==> config.mk <==
export PLATFORM = sky130hd
export DESIGN_NAME = vending_machine_param
export DESIGN_NICKNAME = d
export VERILOG_FILES = /design/src/rtl/vending_machine_param.sv
export SDC_FILE = /design/constraint.sdc
export NUM_CORES = 1
export LEC_CHECK = 0
export CORE_MARGIN = 2
export CORE_UTILIZATION = 45
export DETAILED_ROUTE_END_ITERATION = 8
export GPL_TIMING_DRIVEN = 0
export PLACE_DENSITY = 0.67
export SYNTH_ARGS = -nofsm -noshare
export SYNTH_HDL_FRONTEND = slang
export SYNTH_SLANG_ARGS = --single-unit
==> constraint.sdc <==
create_clock -name clk -period 5.6 [get_ports clk]
set_input_delay 0.84 -clock clk [delete_from_list [all_inputs] [get_ports clk]]
set_output_delay 0.84 -clock clk [all_outputs]
set_load 0.02 [all_outputs]
==> src/rtl/vending_machine_param.sv <==
// Parametrised multi-coin vending controller: collects coins, vends at PRICE, pays change as unit pulses.
// Latency: credit-reaching coin at edge k -> bottle in cycle k+1 -> first change_pulse in cycle k+2.
// No backpressure: coins that cannot be credited (busy, multi-coin, cancel, overflow) raise coin_reject.
module vending_machine_param #(
    parameter int PRICE       = 15,
    parameter int COIN_A_VAL  = 5,
    parameter int COIN_B_VAL  = 10,
    parameter int COIN_C_VAL  = 20,
    parameter int CHANGE_UNIT = 5,
    parameter int CW          = 8
) (
    input  logic          clk,
    input  logic          reset,
    input  logic          coin_a,
    input  logic          coin_b,
    input  logic          coin_c,
    input  logic          cancel,
    output logic          bottle,
    output logic          change_pulse,
    output logic          coin_reject,
    output logic          busy,
    output logic [CW-1:0] credit
);

    localparam int MAX_AB   = (COIN_A_VAL > COIN_B_VAL) ? COIN_A_VAL : COIN_B_VAL;
    localparam int MAX_COIN = (MAX_AB > COIN_C_VAL) ? MAX_AB : COIN_C_VAL;

    localparam logic [CW-1:0] PRICE_W = CW'(PRICE);
    localparam logic [CW-1:0] UNIT_W  = CW'(CHANGE_UNIT);
    localparam logic [CW-1:0] A_W     = CW'(COIN_A_VAL);
    localparam logic [CW-1:0] B_W     = CW'(COIN_B_VAL);
    localparam logic [CW-1:0] C_W     = CW'(COIN_C_VAL);

    // Reject parameter sets that would make change pulses or credit arithmetic meaningless.
    if (CHANGE_UNIT <= 0) begin : g_chk_unit
        $error("vending_machine_param: CHANGE_UNIT must be non-zero");
    end else begin : g_chk_mult
        if (PRICE <= 0 || (PRICE % CHANGE_UNIT) != 0) begin : g_chk_price
            $error("vending_machine_param: PRICE must be a non-zero multiple of CHANGE_UNIT");
        end
        if ((COIN_A_VAL % CHANGE_UNIT) != 0 || (COIN_B_VAL % CHANGE_UNIT) != 0 ||
            (COIN_C_VAL % CHANGE_UNIT) != 0) begin : g_chk_coin
            $error("vending_machine_param: coin values must be multiples of CHANGE_UNIT");
        end
    end
    if (((1 << CW) - 1) < (PRICE - CHANGE_UNIT + MAX_COIN)) begin : g_chk_cw
        $error("vending_machine_param: CW too narrow for PRICE and coin values");
    end

    typedef enum logic [1:0] {
        ST_COLLECT = 2'd0,
        ST_VEND    = 2'd1,
        ST_CHANGE  = 2'd2
    } state_t;

    state_t        state, state_nxt;
    logic [CW-1:0] credit_nxt;
    logic          reject_nxt;
    logic [1:0]    coin_cnt;
    logic          any_coin;
    logic [CW-1:0] coin_val;
    logic [CW:0]   coin_sum;

    // State, credit and the registered reject pulse; reset discards any pending vend or change.
    always_ff @(posedge clk) begin
        if (reset) begin
            state       <= ST_COLLECT;
            credit      <= '0;
            coin_reject <= 1'b0;
        end else begin
            state       <= state_nxt;
            credit      <= credit_nxt;
            coin_reject <= reject_nxt;
        end
    end

    // Next-state and credit update; the extra sum bit catches credit overflow.
    always_comb begin
        state_nxt  = state;
        credit_nxt = credit;
        reject_nxt = 1'b0;
        coin_cnt   = {1'b0, coin_a} + {1'b0, coin_b} + {1'b0, coin_c};
        any_coin   = coin_a | coin_b | coin_c;
        coin_val   = coin_a ? A_W : (coin_b ? B_W : C_W);
        coin_sum   = {1'b0, credit} + {1'b0, coin_val};

        case (state)
            ST_COLLECT: begin
                if (cancel) begin
                    // Cancel wins over any coin arriving in the same cycle.
                    reject_nxt = any_coin;
                    if (credit != '0) begin
                        state_nxt = ST_CHANGE;
                    end
                end else if (coin_cnt > 2'd1) begin
                    reject_nxt = 1'b1;
                end else if (coin_cnt == 2'd1) begin
                    if (coin_sum[CW]) begin
                        reject_nxt = 1'b1;
                    end else begin
                        credit_nxt = coin_sum[CW-1:0];
                        if (coin_sum >= {1'b0, PRICE_W}) begin
                            state_nxt = ST_VEND;
                        end
                    end
                end
            end
            ST_VEND: begin
                reject_nxt = any_coin;
                credit_nxt = credit - PRICE_W;
                state_nxt  = (credit_nxt != '0) ? ST_CHANGE : ST_COLLECT;
            end
            ST_CHANGE: begin
                reject_nxt = any_coin;
                if (credit <= UNIT_W) begin
                    credit_nxt = '0;
                    state_nxt  = ST_COLLECT;
                end else begin
                    credit_nxt = credit - UNIT_W;
                end
            end
            default: begin
                state_nxt  = ST_COLLECT;
                credit_nxt = '0;
            end
        endcase
    end

    assign bottle       = (state == ST_VEND);
    assign change_pulse = (state == ST_CHANGE);
    assign busy         = (state == ST_VEND) || (state == ST_CHANGE);

endmodule

Word level (Yosys, flattened, before mapping)
Cells that the tools add are included.
{"block": "classes", "n_eq_ne": 13, "n_bitwise": 2, "n_mux": 22, "n_reduce_logical": 7, "addsub": 5, "order_cmp": 3}
{"op": "2-to-1 mux 8 bit", "count": 5}
{"op": "case mux 8 bit (3 select lines)", "count": 1}
{"op": "2-to-1 mux 2 bit", "count": 8}
{"op": "nonzero test 8 bit", "count": 2}
{"op": "!= test 3 bit (second input constant)", "count": 5}
{"op": "2-to-1 mux 5 bit", "count": 2}
{"op": "adder 8 x 5 -> 9 bit", "count": 1}
{"op": "greater-or-equal comparator 9 x 4 -> 1 bit (second input constant)", "count": 1}
{"op": "less-or-equal comparator 8 x 3 -> 1 bit (second input constant)", "count": 1}
{"op": "!= test 2 bit (second input constant)", "count": 4}
{"op": "subtractor 8 x 3 -> 8 bit (second input constant)", "count": 1}
{"op": "subtractor 8 x 4 -> 8 bit (second input constant)", "count": 1}
{"op": "case mux 2 bit (3 select lines)", "count": 1}
{"op": "AND reduction 6 bit", "count": 1}
{"op": "== test 2 x 1 -> 1 bit (second input constant)", "count": 2}
{"op": "2-to-1 mux 1 bit", "count": 4}
{"op": "AND reduction 4 bit", "count": 1}
{"op": "adder 1 x 1 -> 2 bit", "count": 1}
{"op": "adder 2 x 1 -> 2 bit", "count": 1}
{"op": "== test 2 bit (second input constant)", "count": 1}
{"op": "greater-than comparator 2 x 1 -> 1 bit (second input constant)", "count": 1}
{"op": "logical NOT 2 bit", "count": 1}
{"op": "!= test 2 x 1 -> 1 bit (second input constant)", "count": 1}
{"op": "OR 1 bit", "count": 2}
{"op": "other kinds (3)", "count": 3}
{"block": "word_totals", "out_inout_bits": 12, "input_bits": 6, "elab_cells": 55, "reg_bits": 11}

Depth between registers and ports, before layout
Gate-level depths: netlist of the first run.
{"block": "logic_depth", "word_depth": 10, "ltp_mapped": 12, "mapped_depth_nobuf": 11}

Worst setup path before layout of the first run
Ideal clock, no wire load.
{"block": "synth_path", "path_kind": "input to register", "startpoint": "input coin_a", "endpoint": "register state[1]", "t_arrival_ns": 2.910, "setup_time_ns": 0.121, "cell_stages": 9, "t_required_ns": 5.479, "n_path_buf": 0, "path_slack_ns": 2.568, "path_cell_list": "and2b_4 > inv_2 > ha_1 > a31oi_4 > mux2i_1 > xnor2_1 > a41o_1 > o41ai_2 > mux2_4"}
{"block": "synth_between", "elab_chain_cells": 5, "word_cells_on_any_way": 12, "classes_between": "add/sub (3); order compare (2); eq/ne (5); mux (1); reduce/logical (1)"}
{"element": "start, declared", "line": "14", "source": "input logic coin_a,"}
{"element": "2-to-1 mux 5 bit or adder 1 x 1 -> 2 bit (tied branches)", "line": "84, 82"}
{"element": "adder 8 x 5 -> 9 bit or adder 2 x 1 -> 2 bit (tied branches)", "line": "85, 82"}
{"element": "greater-or-equal comparator 9 x 4 -> 1 bit (tied with other cells)", "line": "102", "source": "if (coin_sum >= {1'b0, PRICE_W}) begin"}
{"element": "!= test 3 bit (no source line)"}
{"element": "AND reduction 6 bit (no source line) *"}
{"element": "end signal, assigned", "line": "71", "source": "state <= state_nxt;"}
{"element": "end, declared", "line": "56", "source": "state_t state, state_nxt;"}
Mark *: on every way between the ends. The rest lies on a longest branch, timed or not.
A chain may end at the register's enable or synchronous reset.

Worst setup path in the final report of the first run
Ends and elaborated chain as after synthesis.

==> run_results.csv, run 1 <==
group,metric,value,unit
floorplan,ios,18,
critical_path,crit_start,"coin_a",
global_routing,grt_start_max_net_pins,11,
floorplan,initial_utilization,48.0,%
floorplan,die_h,61.3,µm
outcome,status,"finished, final reports clean",
critical_path,cp_slowest_cell,"clkdlybuf4s50_1",
critical_path,ff2ff_setup_slack,2.92,ns
sta,finalCritPeriodShare,66.4,%
cells_and_area,finalInstanceArea,1730,µm²
synth,postSynth.asyncResetShare,0,%
sta,rsz0062_at_grt,"false",
synth,avgSynthCellArea,7.24,µm²
synth,synthMuxAreaShare,3.73,%
global_routing,grt-ovfl-total,0,
clock_network,insertion_delay,0.28,ns
synth,ys_seq_area_share,14.9,%
sta,worst_slack,1.88,ns
clock_network,root_buffer,"clkbuf_4",
clock_network,cts_buffer_depth,2,
synth,synth-compound-area-share,37.1,%
detailed_routing,wl,4.30,mm
power,ir_worst_vdd,0.000254,V
floorplan,rows,20,
detailed_routing,ant_nets,0,
detailed_routing,drcViolationCount,0,
power,p_per_area,577,nW/µm²
global_routing,grt.total_usage,24.7,%
cells_and_area,fin_util,56.2,%
sta,fin_tns_setup,0,ns
critical_path,worstPathCellList,"clkdlybuf4s50_1, and2b_4, inv_2, ha_1, a21oi_1, o21ai_0, nand2_1, mux2i_1, a41o_1, o41ai_2, mux2_4",
critical_path,critPathKind,"in2reg",
critical_path,slowest_delay,0.55,ns
detailed_routing,viasPerCell,5.93,
cells_and_area,drive_above_1_share,8.00,%
sta,worst_pin_slew,0.560,ns
sta,report.final.slew_viol_count,0,
critical_path,path_depth,11,
floorplan,die_w,61.3,µm
global_routing,antenna_found_initial,0,
synth,netlist_area,1480,µm²
place,dp_hpwl,3.42,mm
detailed_routing,first_pass_iters,4,
critical_path,worst_ep_arrival_time,3.88,ns
place,dpl_cell_area,1700,µm²
worst_hold_path,hold_path.class,"reg2reg",
clock_network,post_cts_resized,0,
global_routing,grt_pass1_wl,6.95,mm
sta,fmaxAchievable,269,MHz
synth,synth-adder-area-share,12.4,%
critical_path,r2r_end,"state[1]",
floorplan,die_area,3760,µm²
cells_and_area,final.fill_count,332,
synth,synth-xor-area-share,2.96,%
cells_and_area,final_nets,246,
sta,finalSetupViolCount,0,
sta,finalCriticalPeriod,3.72,ns
critical_path,cp.required,5.76,ns
place,place_ws,1.60,ns
critical_path,path_delay_family,"compound AO/OA/AOI/OAI gates",
cells_and_area,diodes,0,
synth,synth_cells,204,
synth,ys_warn_count,0,
clock_network,cts_max_level,1,
synth,yosys-top-cells-area,"dfxtp_1, ha_1, a21oi_1, o21ai_0, nand2_1",
critical_path,cp-start-kind,"primary input",
clock_network,numCtsBuffers,3,
critical_path,setup.worst_path.end,"state[1]",
clock_network,holdBufCountCts,0,
synth,yosys_register_bits,11,
place,dp.cells,265,
power,leakage,0.719,nW
sta,slew_headroom,62.7,%
detailed_routing,drt_iter0_drc,75,
floorplan,core,3080,µm²
synth,syn-num-nets,224,
job,drv_cap,0,
clock_network,cts_setup_buffers,0,
synth,netlist.area_leader.share,14.9,%
synth,synth_top_family_by_area,"compound AO/OA/AOI/OAI gates",
synth,ys_types,55,
detailed_routing,route.vias.total,1595,
sta,finalHoldViolCount,0,
critical_path,r2r_cells,9,
synth,synth_edf_count,0,
critical_path,timing.rr.start,"credit[0]",
synth,yosysTopAreaCell,"dfxtp_1",
clock_network,clk_pin_slew,0.07,ns
power,finalPower,0.998,mW
cells_and_area,area_growth,17.0,%
clock_network,cts_tree,"built",
critical_path,critPathMaxFanout,7,
sta,holdWs,0.612,ns
critical_path,end_kind,"flip-flop",
synth,synth-main-ff-cell,"dfxtp_1",
detailed_routing,wl_per_cell,16.0,µm
cells_and_area,layoutNonFillerInstCount,269,
sta,finClkSkew,0.0152,ns
synth,yosys.area_share.simple,22.0,%
global_routing,grt_pass1_vias,1495,
clock_network,cts_sinks,11,
place,portBuffers,17,
place,gp_congestion,0.855,
critical_path,path_buf_inv,2,
[routing by layer]
layer	vias to the layer above	GRT usage (%)	part of all wire, %
met2	40	41.2	46
met1	756	34.4	47
met5	-	0	0
met3	6	1.68	5.4
met4	0	7.14	1.4
li1	793	-	-
[how the worst min path moves through the flow]
stage	start	end	slack, ns	cells after the start
after floorplan	state[0]	state[0]	0.52	2
after global placement	credit[7]	credit[7]	0.57	2
after detailed placement	credit[7]	credit[7]	0.59	2
after CTS	credit[7]	credit[7]	0.60	2
after global routing	state[0]	state[0]	0.66	2
final	credit[7]	credit[7]	0.61	2
[logic make-up after synthesis]
logic type,Yosys count
xor gates and xnor gates,5
buffers and inverters,25
AOI/OAI and AO/OA,80
muxes,5
adders and majority gates,14
DFF,11
and+or+nand+nor,64
[layout by cell type, fill, tap and decap left out, drive strengths merged, types with 2 or more instances in the layout]
| master | count |
|---|---|
| a41oi | 2 |
| nor3 | 6 |
| buf | 6 |
| a31oi | 3 |
| a21oi | 30 |
| o21ai | 18 |
| mux2i | 4 |
| clkdlybuf4s50 | 17 |
| a22oi | 2 |
| nor2 | 13 |
| inv | 11 |
| ha | 13 |
| nand2 | 24 |
| or2 | 2 |
| dfxtp | 11 |
| o41ai | 2 |
| nand2b | 2 |
| xor2 | 2 |
| nor3b | 4 |
| nand3 | 3 |
| o21a | 3 |
| a21o | 2 |
| clkbuf | 12 |
| a41o | 2 |
| o311ai | 2 |
| a221oi | 2 |
| a22o | 2 |
| xnor2 | 3 |
[tightest hold or removal path, cell delays in order (launching register included)]
cell,delay (ns)
dfxtp_1,0.41
nand2_1,0.10
a21oi_1,0.05
[area by class of cell]
class | instances | area [µm²] | area share, %
Timing Repair Buffer | 17 | 170 | 9.84
Inverter | 11 | 41.3 | 2.39
Sequential cell | 11 | 220 | 12.7
Buffer | 14 | 61.3 | 3.55
Tap cell | 44 | 55.1 | 3.18
Clock buffer | 4 | 26.3 | 1.52
Multi-Input combinational cell | 168 | 1150 | 66.8
[state kept, by name (all words and copies together) (netlist names)]
signal / flops
state: 2
coin_reject: 1
credit: 8
[cells in the mapped netlist (2+ instances only)]
master / number
a41o_1: 2
dfxtp_1: 11
nor3b_1: 4
nor3_1: 5
o311ai_0: 2
o21ai_0: 18
xor2_1: 2
a221oi_1: 2
a21o_1: 2
buf_2: 6
nand2_1: 24
inv_1: 10
ha_1: 13
a21oi_1: 30
a22o_1: 2
nor2_1: 13
a31oi_1: 2
clkbuf_1: 7
nand3_1: 3
xnor2_1: 3
a22oi_1: 2
a41oi_1: 2
nand2b_1: 2
mux2i_1: 4
o21a_1: 3
[power breakdown]
group | total, mW | internal, mW | switching, mW
clock | 0.0578 | 0.0276 | 0.0303
combinational | 0.789 | 0.314 | 0.475
sequential | 0.151 | 0.111 | 0.0404
total | 0.998 | 0.453 | 0.545
No activity file was read; power rests on OpenSTA's default activity.
==> run 2: changes to the inputs <==
==> constraint.sdc (replaced) <==
create_clock -name clk -period 3.5 [get_ports clk]
set_input_delay 0.525 -clock clk [delete_from_list [all_inputs] [get_ports clk]]
set_output_delay 0.525 -clock clk [all_outputs]
set_load 0.02 [all_outputs]
==> run 2 against run 1 <==
Net effect:
- total power rose by 60%
- clock power rose by 57%
- critical path depth down 1
- first-iteration DRC count down 8.0%
- combinational power grew 60%
- global-route usage unchanged
- sequential share of layout area did not move
- wire length about the same
- utilization unchanged
- clock skew fell by 0.0024 ns
- critical endpoint unchanged
==> run_results.csv, run 2 (same netlist as run 1, synthesis figures left out) <==
group,metric,value,unit
cells_and_area,largest_reg_flops,8,
detailed_routing,first_pass_iters,4,
worst_hold_path,hold_path.class,"reg2reg",
sta,worst_pin_slew,0.564,ns
job,drv_cap,0,
power,intPower,0.725,mW
sta,fmaxAchievable,301,MHz
power,ir_worst_vdd,0.000406,V
cells_and_area,drive_above_1_share,8.00,%
critical_path,r2r_cells,9,
clock_network,holdBufCountCts,0,
detailed_routing,route.vias.total,1593,
floorplan,initial_utilization,48.0,%
detailed_routing,drcViolationCount,0,
detailed_routing,wl_per_cell,16.0,µm
floorplan,rows,20,
global_routing,grt_start_max_net_pins,11,
sta,slew_headroom,62.4,%
cells_and_area,top_register,"credit",
sta,finalCritPeriodShare,94.9,%
clock_network,root_buffer,"clkbuf_4",
cells_and_area,final_cell_mix,"a21oi_1, nand2_1, o21ai_0, clkdlybuf4s50_1",
cells_and_area,diodes,0,
critical_path,cp.required,3.65,ns
sta,fin_tns_setup,0,ns
power,p_switching,0.868,mW
global_routing,grt_pass1_wl,6.95,mm
global_routing,grt.total_usage,24.7,%
global_routing,grt-ovfl-total,0,
critical_path,cp-start-kind,"primary input",
power,pwr-share-comb,79.2,%
floorplan,core,3080,µm²
clock_network,cts_buffer_depth,2,
place,dp_hpwl,3.42,mm
floorplan,ios,18,
sta,worst_slack,0.178,ns
place,place_ws,-0.185,ns
clock_network,clk_pin_slew,0.07,ns
global_routing,antenna_found_initial,0,
cells_and_area,top_regs,"credit: 8 flops, state: 2 flops, coin_reject: 1 flops",
clock_network,numCtsBuffers,3,
detailed_routing,ant_nets,0,
floorplan,die_w,61.3,µm
worst_hold_path,holdPathEnd,"credit[7]",
critical_path,ff2ff_setup_slack,0.82,ns
power,p_per_area,921,nW/µm²
power,pwr-share-clk,5.7,%
sta,finalCriticalPeriod,3.32,ns
power,pwr-share-seq,15.1,%
sta,rsz0062_at_grt,"false",
critical_path,critPathKind,"in2reg",
critical_path,timing.rr.start,"credit[0]",
sta,finClkSkew,0.0127,ns
sta,finalSetupViolCount,0,
clock_network,cts_sinks,11,
critical_path,end_kind,"flip-flop",
global_routing,grt_pass1_vias,1495,
floorplan,die_h,61.3,µm
floorplan,die_area,3760,µm²
clock_network,cts_setup_buffers,0,
place,gp_congestion,0.855,
cells_and_area,final_nets,246,
critical_path,r2r_end,"state[1]",
clock_network,cts_max_level,1,
cells_and_area,mostFrequentLayoutCell,"a21oi_1",
place,portBuffers,17,
sta,report.final.slew_viol_count,0,
power,netSwitchingFraction,54.5,%
clock_network,cts_tree,"built",
outcome,status,"finished, final reports clean",
worst_hold_path,hp-start,"credit[7]",
detailed_routing,viasPerCell,5.92,
detailed_routing,drt_iter0_drc,69,
cells_and_area,area_growth,17.0,%
power,leakage,0.719,nW
worst_hold_path,holdPathStages,2,
critical_path,critPathMaxFanout,7,
detailed_routing,wl,4.29,mm
clock_network,insertion_delay,0.27,ns
sta,finalHoldViolCount,0,
critical_path,worst_ep_arrival_time,3.48,ns
run 2: how the worst max path moves through the flow:
stage                           to  cells past startpoint  slack [ns]   start
after floorplan           state[1]                      9        0.78  coin_a
after global placement    state[1]                     11       -0.20  coin_a
after detailed placement  state[1]                     11       -0.19  coin_a
after CTS                 state[1]                     11        0.08  coin_a
after global routing      state[1]                     10        0.07  coin_a
final                     state[1]                     10        0.18  coin_a
run 2: area by class of cell:
type / count / area, µm²
timing repair buffer: 17 / 170
fill: 332 / 1350
multi-input combinational: 168 / 1150
sequential: 11 / 220
buffer: 14 / 61.3
clock buffer: 4 / 26.3
inverter: 11 / 41.3
tap: 44 / 55.1
run 2: metrics by stage:
step / util [%] / instances / hold WS, ns / power (mW) / cell area (µm²)
floorplan: - / 204 / 0.519 / 1.13 / 1480
global placement: 55.3 / 265 / 0.575 / 1.47 / 1700
detailed placement: 55.3 / 265 / 0.590 / 1.49 / 1700
CTS: 56.2 / 269 / 0.602 / 1.59 / 1730
global route: 56.2 / 269 / 0.662 / 1.74 / 1730
finish: 56.2 / 269 / 0.610 / 1.59 / 1730
run 2: repair_timing:
item | 4_1_cts | 5_1_grt
endpoints found under the hold margin | 0 | 0
endpoints found under the setup margin | 0 | 1
gates resized for setup | 0 | 1
run 2: critical path, stage by stage:
cell and delay [ns]:
clkdlybuf4s50_1 0.55, and2b_4 0.38, inv_2 0.08, ha_1 0.35, a31oi_4 0.24, mux2i_1 0.24
xnor2_1 0.12, a41o_1 0.28, o41ai_2 0.39, mux2_4 0.33
run 2: power by group through the flow:
stage	sequential [mW]	clock (mW)	combinational (mW)
finish	0.240	0.0908	1.26
detailed placement	0.245	0	1.24
CTS	0.242	0.0949	1.25
global placement	0.241	0	1.23
floorplan	0.274	0	0.858
global route	0.251	0.100	1.39
run 2: layer usage:
metal	share of wire [%]	vias up	GRT usage [%]	wire [µm]
met4	0.79	0	7.14	34
met3	5.8	4	1.68	251
met2	47	49	41.2	2010
met5	0	-	0	0
li1	-	795	-	-
met1	47	745	34.4	2000
